File: src/rtl/lab_4_timer_defs.vh
// Shared FSM state encodings for the countdown timer.
// Included by the timer package; visible to RTL and bench.
`ifndef LAB_4_TIMER_DEFS_VH
`define LAB_4_TIMER_DEFS_VH

typedef enum logic [1:0] {
    IDLE   = 2'd0,
    RUN    = 2'd1,
    PAUSED = 2'd2,
    DONE   = 2'd3
} state_e;

`endif

File: src/rtl/lab_4_countdown_timer_pkg.sv
// Package for the countdown timer: state type and widths.
// Pulls the state encodings from the shared defs include.
package lab_4_countdown_timer_pkg;

`include "lab_4_timer_defs.vh"

    localparam int CNT_W = 4;

endpackage

File: src/rtl/lab_4_prescaler.sv
// Prescaler: counts 0..PRESCALE-1 while en, ticks on last.
// Ports: clk, rst (async high), en, clr (wins over en), tick.
module lab_4_prescaler #(
    parameter int PRESCALE = 4
) (
    input  logic clk,
    input  logic rst,
    input  logic en,
    input  logic clr,
    output logic tick
);

    localparam int W = (PRESCALE > 1) ? $clog2(PRESCALE) : 1;
    localparam logic [W-1:0] LAST = W'(PRESCALE - 1);

    logic [W-1:0] cnt_q;
    logic [W-1:0] cnt_d;

    assign tick = en && (cnt_q == LAST);

    always_comb begin
        cnt_d = cnt_q;
        if (clr) begin
            cnt_d = '0;
        end else if (en) begin
            cnt_d = tick ? '0 : cnt_q + 1'b1;
        end
    end

    always_ff @(posedge clk or posedge rst) begin
        if (rst) begin
            cnt_q <= '0;
        end else begin
            cnt_q <= cnt_d;
        end
    end

endmodule

File: src/rtl/lab_4_countdown_timer.sv
// 4-bit countdown timer with load/start/pause and done pulse.
// Ports: clk, rst, load, load_val, start, pause -> out, busy, done, state.
module lab_4_countdown_timer
    import lab_4_countdown_timer_pkg::*;
#(
    parameter int PRESCALE = 4
) (
    input  logic                  clk,
    input  logic                  rst,
    input  logic                  load,
    input  logic [CNT_W-1:0]      load_val,
    input  logic                  start,
    input  logic                  pause,
    output logic [CNT_W-1:0]      out,
    output logic                  busy,
    output logic                  done,
    output logic [1:0]            state
);

    state_e           state_q, state_d;
    logic [CNT_W-1:0] out_q, out_d;
    logic [CNT_W-1:0] reload_q, reload_d;
    logic             done_q, done_d;

    logic go;
    logic p_en;
    logic p_clr;
    logic tick;

    // pause outranks start, so a start only counts with pause low
    assign go = start && !pause;

    // prescaler frozen outside RUN and on a pause edge,
    // which also discards a coincident tick
    assign p_en = (state_q == RUN) && !load && !pause;

    assign p_clr = load
        || (go && (state_q == IDLE) && (out_q != '0))
        || (go && (state_q == DONE) && (reload_q != '0));

    lab_4_prescaler #(
        .PRESCALE (PRESCALE)
    ) u_prescaler (
        .clk  (clk),
        .rst  (rst),
        .en   (p_en),
        .clr  (p_clr),
        .tick (tick)
    );

    always_comb begin
        state_d  = state_q;
        out_d    = out_q;
        reload_d = reload_q;
        done_d   = 1'b0;
        if (load) begin
            out_d    = load_val;
            reload_d = load_val;
            state_d  = IDLE;
        end else begin
            unique case (state_q)
                IDLE: begin
                    if (go) begin
                        if (out_q != '0) begin
                            state_d = RUN;
                        end else begin
                            state_d = DONE;
                            done_d  = 1'b1;
                        end
                    end
                end
                RUN: begin
                    if (pause) begin
                        state_d = PAUSED;
                    end else if (tick) begin
                        // saturate at zero rather than wrap
                        if (out_q <= 4'd1) begin
                            out_d   = '0;
                            state_d = DONE;
                            done_d  = 1'b1;
                        end else begin
                            out_d = out_q - 4'd1;
                        end
                    end
                end
                PAUSED: begin
                    if (go) begin
                        state_d = RUN;
                    end
                end
                DONE: begin
                    if (go) begin
                        if (reload_q != '0) begin
                            out_d   = reload_q;
                            state_d = RUN;
                        end else begin
                            done_d = 1'b1;
                        end
                    end
                end
            endcase
        end
    end

    always_ff @(posedge clk or posedge rst) begin
        if (rst) begin
            state_q  <= IDLE;
            out_q    <= '0;
            reload_q <= '0;
            done_q   <= 1'b0;
        end else begin
            state_q  <= state_d;
            out_q    <= out_d;
            reload_q <= reload_d;
            done_q   <= done_d;
        end
    end

    assign out   = out_q;
    assign busy  = (state_q == RUN) || (state_q == PAUSED);
    assign done  = done_q;
    assign state = state_q;

endmodule

File: config.mk
export PLATFORM = sky130hd
export DESIGN_NAME = lab_4_countdown_timer
export DESIGN_NICKNAME = d
export VERILOG_FILES = /design/src/rtl/lab_4_countdown_timer_pkg.sv /design/src/rtl/lab_4_prescaler.sv /design/src/rtl/lab_4_countdown_timer.sv
export VERILOG_INCLUDE_DIRS = /design/src /design/src/rtl
export SDC_FILE = /design/constraint.sdc
export NUM_CORES = 1
export LEC_CHECK = 0
export CAP_MARGIN = 15
export CORE_MARGIN = 5
export CORE_UTILIZATION = 50
export DETAILED_ROUTE_END_ITERATION = 10
export PLACE_DENSITY_LB_ADDON = 0.15
export SLEW_MARGIN = 40
export SYNTH_ARGS = -nofsm -noshare
export SYNTH_HDL_FRONTEND = slang
export SYNTH_SLANG_ARGS = --single-unit
File: constraint.sdc
create_clock -name clk -period 2 [get_ports clk]
set_input_delay 0.3 -clock clk [delete_from_list [all_inputs] [get_ports clk]]
set_output_delay 0.3 -clock clk [all_outputs]
set_load 0.02 [all_outputs]
==> results of run 1 <==
==> stage by stage <==
stage          cell area [sq um]  hold WS, ns  power [mW]  setup slack (ns)
2_1_floorplan                902        0.177       0.868             0.167
3_3_place_gp                1100        0.517        1.14             0.172
3_5_place_dp                1100        0.530        1.15             0.118
4_1_cts                     1130        0.374        1.32           0.00678
5_1_grt                     1130        0.419        1.42            0.0368
6_report                    1130        0.366        1.32             0.152
==> kinds of logic after synthesis <==
| group | after synthesis | share of synthesized area [%] |
|---|---|---|
| compound gates | 25 | 20.0 |
| fa+ha+maj | 7 | 9.71 |
| buf+inv | 13 | 6.38 |
| flops | 13 | 36.1 |
| mux | 5 | 6.10 |
| simple gates | 35 | 21.8 |
==> power by group through the flow <==
stage	Sequential [mW]	Combinational, mW	Clock (mW)
3_3_place_gp	0.412	0.727	0
2_1_floorplan	0.459	0.409	0
3_5_place_dp	0.415	0.734	0
6_report	0.410	0.741	0.169
4_1_cts	0.409	0.741	0.169
5_1_grt	0.426	0.806	0.190
==> synthesized netlist by cell type (2+ instances only) <==
cell type | number | area share, %
or3_1 | 2 | 1.4
dfrtp_1 | 13 | 36
inv_1 | 10 | 4.2
mux2_1 | 2 | 2.5
o21ai_0 | 2 | 1.1
o311a_1 | 2 | 2.2
nand2b_1 | 4 | 2.8
nor3_1 | 3 | 1.7
nor2b_1 | 2 | 1.4
nand2_1 | 6 | 2.5
mux2_2 | 2 | 2.5
or2_1 | 2 | 1.4
a21oi_1 | 7 | 3.9
nor2_1 | 10 | 4.2
ha_1 | 7 | 9.7
==> worst register-to-register path, stage by stage, from the launching register on <==
cell,delay (ns)
dfrtp_2,0.41
inv_1,0.06
ha_1,0.27
nor2_1,0.18
buf_4,0.15
nor3_1,0.05
o311a_1,0.36
o32ai_1,0.26
==> final timing paths <==
check	start	endpoint	slack, ns	cells past startpoint
worst max register to register	out[0]	out[2]	0.15	7
worst min register to register	u_prescaler.cnt_q[1]	u_prescaler.cnt_q[1]	0.54	2
max in group asynchronous	rst	out[0]	1.26	2
min in group clk	u_prescaler.cnt_q[1]	u_prescaler.cnt_q[1]	0.54	2
worst min-delay path	rst	out[2]	0.37	2
worst max-delay path	out[0]	out[2]	0.15	7
==> per-layer routing <==
metal / track usage, % / part of all wire, % / up-vias
met3: 3.70 / 6.3 / 9
met2: 31.4 / 48 / 38
met4: 11.9 / 3.2 / 0
met5: 0 / 0 / -
met1: 20.5 / 43 / 389
li1: - / - / 396
==> timing repair <==
action                                  4_1_cts  5_1_grt
hold buffers                                  0        0
endpoints found under the setup margin        0        3
resized for setup                             0        2
==> cells in the final DEF, fill, tap and decap left out, drive strengths merged, types with 3 or more instances in the layout <==
master,Yosys,routed
clkbuf,1,4
mux2,4,4
nor2,10,10
clkdlybuf4s50,0,15
inv,10,10
a21oi,8,8
o21ai,3,3
dfrtp,13,13
nor3,3,3
buf,2,4
nand2b,4,4
nand2,6,6
ha,7,7
==> final cells by class <==
cell class | count | area, sq um | share of cell area (%)
flip-flops and latches | 13 | 327 | 28.8
clock buffers | 4 | 26.3 | 2.32
multi-input cells | 72 | 519 | 45.8
well taps | 25 | 31.3 | 2.76
inverters | 10 | 37.5 | 3.31
repair buffers | 20 | 193 | 17.0
==> flip-flops by register name (all words and copies together) (netlist names) <==
register           flops
u_prescaler.cnt_q      2
out                    4
done                   1
state                  2
reload_q               4
==> metrics.cfg, run 1 <==
[floorplanning]
die_w_um = 52.5
coreArea_sq_um = 1730
die_h_um = 52.5
initial_core_util_pct = 52.2
dieArea_sq_um = 2750
ioPinCount = 17
fp-row-count = 15

[drt]
drt_first_pass_iters = 4
drc = 0
postRouteAntennaNets = 0
vias = 832
viasPerCell = 5.78
drt-initial-drc-count = 34
routedWlPerCell_um = 14.9
wirelength_mm = 2.15

[sta]
finalSetupViolCount = 0
rsz0062_at_grt = false
final_max_slew_viol_count = 0
hold_viol_final = 0
timing.fmax_ghz = 0.541
post-route-period-util_pct = 92.4
tightest_slew_ns = 0.528
setup_tns_ns = 0
fin_skew_ns = 0.00182
maxSlewHeadroom_pct = 64.8
fin_crit_ns = 1.85

[pwr]
p_leak_nw = 0.501
internal-power_mw = 0.752
clkPwrFrac_pct = 12.8
p_comb_share_pct = 56.1
power_density_nw_per_um2 = 1160
switchingPower_mw = 0.568
power.share.sequential_pct = 31.1
p_sw_share_pct = 43.0
ir_drop_uv = 696

[placed_design]
gp_congestion = 0.876
placedCellCount = 140
dp_hpwl_mm = 1.58
port_buffers = 16

[layout]
diodes = 0
fin_util_pct = 65.7
fin_nets = 136
drive_above_1_share_pct = 10.9
area_growth_syn_to_layout_pct = 25.7
fill_cells = 164
stdcell_count = 144

[worst_hold_path]
hold_path.class = input pin to asynchronous set/reset pin

[worst_setup_path]
endpoint_kind = flip-flop
critPathSlowestCell = dfrtp_2
cp_cell_sequence = inv_1 > ha_1 > nor2_1 > buf_4 > nor3_1 > o311a_1 > o32ai_1
cp_max_fo = 6
critPathLaunchType = flip-flop
cpPeakStageDelay_ns = 0.41
crit_family = compound AO/OA/AOI/OAI gates
cp_num_buf_inv = 2
critPathArrivalTime_ns = 2.02
critPathKind = flip-flop to flip-flop
critPathRequiredTime_ns = 2.18

[synthesis]
ys_seq_elements = 13
yosysWarnings = 0
synthArstFlopShare_pct = 100
yosysUniqueCellTypes = 39
ys_seq_area_share_pct = 36.1
synth_edf_count = 0
ys.flop_type = dfrtp_1
netlist_area_sq_um = 902
syn-num-nets = 114
syn_avg_cell_area_sq_um = 9.21
syn_inst = 98

[cts]
cts_tree = built
cts_root_buf = clkbuf_4
numClockSinks = 13
h-tree-depth = 1
clk_latency_ns = 0.28
post-cts-setup-buffers = 0
cts_made_buffers = 3
cts.clk_slew.worst_paths_ns = 0.08
clockBufferDepth = 2

[global_routing]
grt_first_pass_wirelength_mm = 3.67
track_usage_pct = 18.4
grt_pass1_vias = 870
grt_max_degree = 14
antenna_found_initial = 0
overflow = 0

[outcome]
status = completed

[flow_run]
drv_cap = 0

Note: power is estimated with default switching activity, not from simulation.
==> run 2: changes to the inputs <==
Clock period 2 ns to 1.7 ns, I/O delays scaled along.
==> metrics.cfg, run 2 (synthesis gave the netlist of run 1 again) <==
[outcome]
status = completed

[floorplanning]
die_h_um = 52.5  ; unchanged
coreArea_sq_um = 1730  ; unchanged
dieArea_sq_um = 2750  ; unchanged
initial_core_util_pct = 52.2  ; unchanged
fp-row-count = 15  ; unchanged
ioPinCount = 17  ; unchanged
die_w_um = 52.5  ; unchanged

[cts]
hold_buffers = 0  ; unchanged
numClockSinks = 13  ; unchanged
clockBufferDepth = 2  ; unchanged
post-cts-setup-buffers = 0  ; unchanged
cts_tree = built
h-tree-depth = 1  ; unchanged
cts_root_buf = clkbuf_4
clk_latency_ns = 0.28  ; about the same
cts.clk_slew.worst_paths_ns = 0.09  ; about the same
cts_made_buffers = 3  ; unchanged

[sta]
finalSetupViolCount = 0  ; unchanged
maxSlewHeadroom_pct = 64.8  ; about the same
rsz0062_at_grt = true
post-route-period-util_pct = 97.4
final_max_slew_viol_count = 0  ; unchanged
fin_crit_ns = 1.66
hold_viol_final = 0  ; unchanged
timing.fmax_ghz = 0.604
setup_tns_ns = 0  ; unchanged
fin_skew_ns = 0.00834  ; +0.00652 ns
tightest_slew_ns = 0.528  ; -0.000399 ns

[drt]
vias = 829  ; -0.36%
postRouteAntennaNets = 0  ; unchanged
drc = 0  ; unchanged
drt-initial-drc-count = 23  ; -32%
routedWlPerCell_um = 14.0  ; -6.1%
drt_first_pass_iters = 4  ; unchanged
wirelength_mm = 2.17  ; +1.1%
viasPerCell = 5.35  ; -7.4%

[worst_setup_path]
cp_num_buf_inv = 1  ; -1
critPathArrivalTime_ns = 1.40  ; -0.62 ns
cp_max_fo = 8  ; +2
crit_family = buffers and inverters
critPathSlowestCell = clkdlybuf4s50_1
critPathRequiredTime_ns = 1.44  ; -0.74 ns
critPathLaunchType = flip-flop
endpoint_kind = primary output
cpPeakStageDelay_ns = 0.64  ; +0.23 ns
critPathKind = flip-flop to primary output
cp_cell_sequence = clkdlybuf4s50_1

[placed_design]
dp_hpwl_mm = 1.64  ; +4.3%
port_buffers = 16  ; unchanged
gp_congestion = 0.854  ; -2.5%

[layout]
fin_util_pct = 74.2  ; +8.6 points
area_growth_syn_to_layout_pct = 42.0
fill_cells = 143  ; -13%
final_cell_mix = 15 x clkdlybuf4s50_1, 15 x buf_4, 9 x nor2_1, 7 x inv_1, 7 x dfrtp_1
diodes = 0  ; unchanged
fin_nets = 147  ; +8.1%
drive_above_1_share_pct = 32.3  ; +21 points

[flow_run]
drv_cap = 0  ; unchanged

[pwr]
power_density_nw_per_um2 = 1410  ; +21%
p_leak_nw = 0.545  ; +8.9%
clkPwrFrac_pct = 10.6  ; -2.2 points
p_sw_share_pct = 41.5  ; -1.5 points
p_comb_share_pct = 61.8  ; +5.7 points
switchingPower_mw = 0.751  ; +32%
ir_drop_uv = 850  ; +22%
power.share.sequential_pct = 27.7  ; -3.4 points
internal-power_mw = 1.06  ; +41%

[global_routing]
track_usage_pct = 17.9  ; -0.55 points
grt_first_pass_wirelength_mm = 3.59  ; -2.1%
overflow = 0  ; unchanged
grt_pass1_vias = 863  ; -0.80%
grt_max_degree = 14  ; unchanged
antenna_found_initial = 0  ; unchanged

[worst_hold_path]
hold_path.class = input pin to asynchronous set/reset pin

==> run 2: changes by cell type in the layout (fill, tap and decap cells not counted), moves of 2 or more <==
| cell | before | now |
|---|---|---|
| buf_4 | 4 | 15 |
| ha_1 | 7 | 4 |
| inv_1 | 10 | 7 |
| dfrtp_1 | 12 | 7 |
| inv_2 | 0 | 3 |
| dfrtp_2 | 1 | 6 |
| ha_2 | 0 | 2 |
==> run 2: path summary, 6_finish.rpt <==
kind                                      start                    to  slack [ns]  cells past startpoint
setup / recovery                         out[2]                out[2]        0.04                      1
hold / removal                              rst           reload_q[3]        0.30                      2
setup reg to reg                         out[0]              state[1]        0.06                      6
hold reg to reg            u_prescaler.cnt_q[1]  u_prescaler.cnt_q[1]        0.53                      2
max in group asynchronous                   rst                out[3]        1.01                      2
min in group clk           u_prescaler.cnt_q[1]  u_prescaler.cnt_q[1]        0.53                      2
==> run 2: metrics by stage <==
step / worst slack, ns / instance area, sq um / hold WS [ns] / std cells / power (mW)
floorplan: 0.0262 / 916 / 0.132 / 98 / 1.05
detailed placement: -0.0270 / 1200 / 0.522 / 151 / 1.49
CTS: 0.0114 / 1230 / 0.316 / 155 / 1.68
global placement: 0.00647 / 1200 / 0.516 / 151 / 1.46
global route: -0.0255 / 1280 / 0.348 / 155 / 1.96
finish: 0.0450 / 1280 / 0.304 / 155 / 1.81
==> run 2: cell type report <==
| cell class | count | area [sq um] | share of cell area (%) |
|---|---|---|---|
| Multi-Input combinational cell | 72 | 579 | 45.2 |
| Sequential cell | 13 | 333 | 26.0 |
| Timing Repair Buffer | 31 | 273 | 21.3 |
| Inverter | 10 | 37.5 | 2.93 |
| Tap cell | 25 | 31.3 | 2.44 |
| Clock buffer | 3 | 22.5 | 1.76 |
| Clock inverter | 1 | 5.00 | 0.391 |
==> run 2: layer usage <==
layer	wire length, um	vias up	GRT usage (%)
li1	-	417	-
met1	942	391	21.3
met2	1140	19	32.0
met3	74	2	2.56
met4	8	0	6.38
met5	0	-	0
==> run 2: power by group through the flow <==
stage	registers, mW	logic (mW)	clock network (mW)
CTS	0.478	1.00	0.198
global route	0.518	1.22	0.217
floorplan	0.549	0.498	0
global placement	0.483	0.982	0
finish	0.500	1.12	0.191
detailed placement	0.484	1.01	0
==> run 2: worst reg2reg max path: stages, from the launching register on <==
cell and delay [ns]:
dfrtp_2 0.40, inv_2 0.05, ha_4 0.18, nor2_4 0.14, and3b_1 0.21, o22ai_2 0.23, mux2_4 0.32
==> run 2: timing repair <==
item,in CTS,in global routing
gates cloned,0,0
gates resized for setup,2,15
setup endpoints to repair,2,8
hold endpoints to repair,0,0
pin swaps,0,3
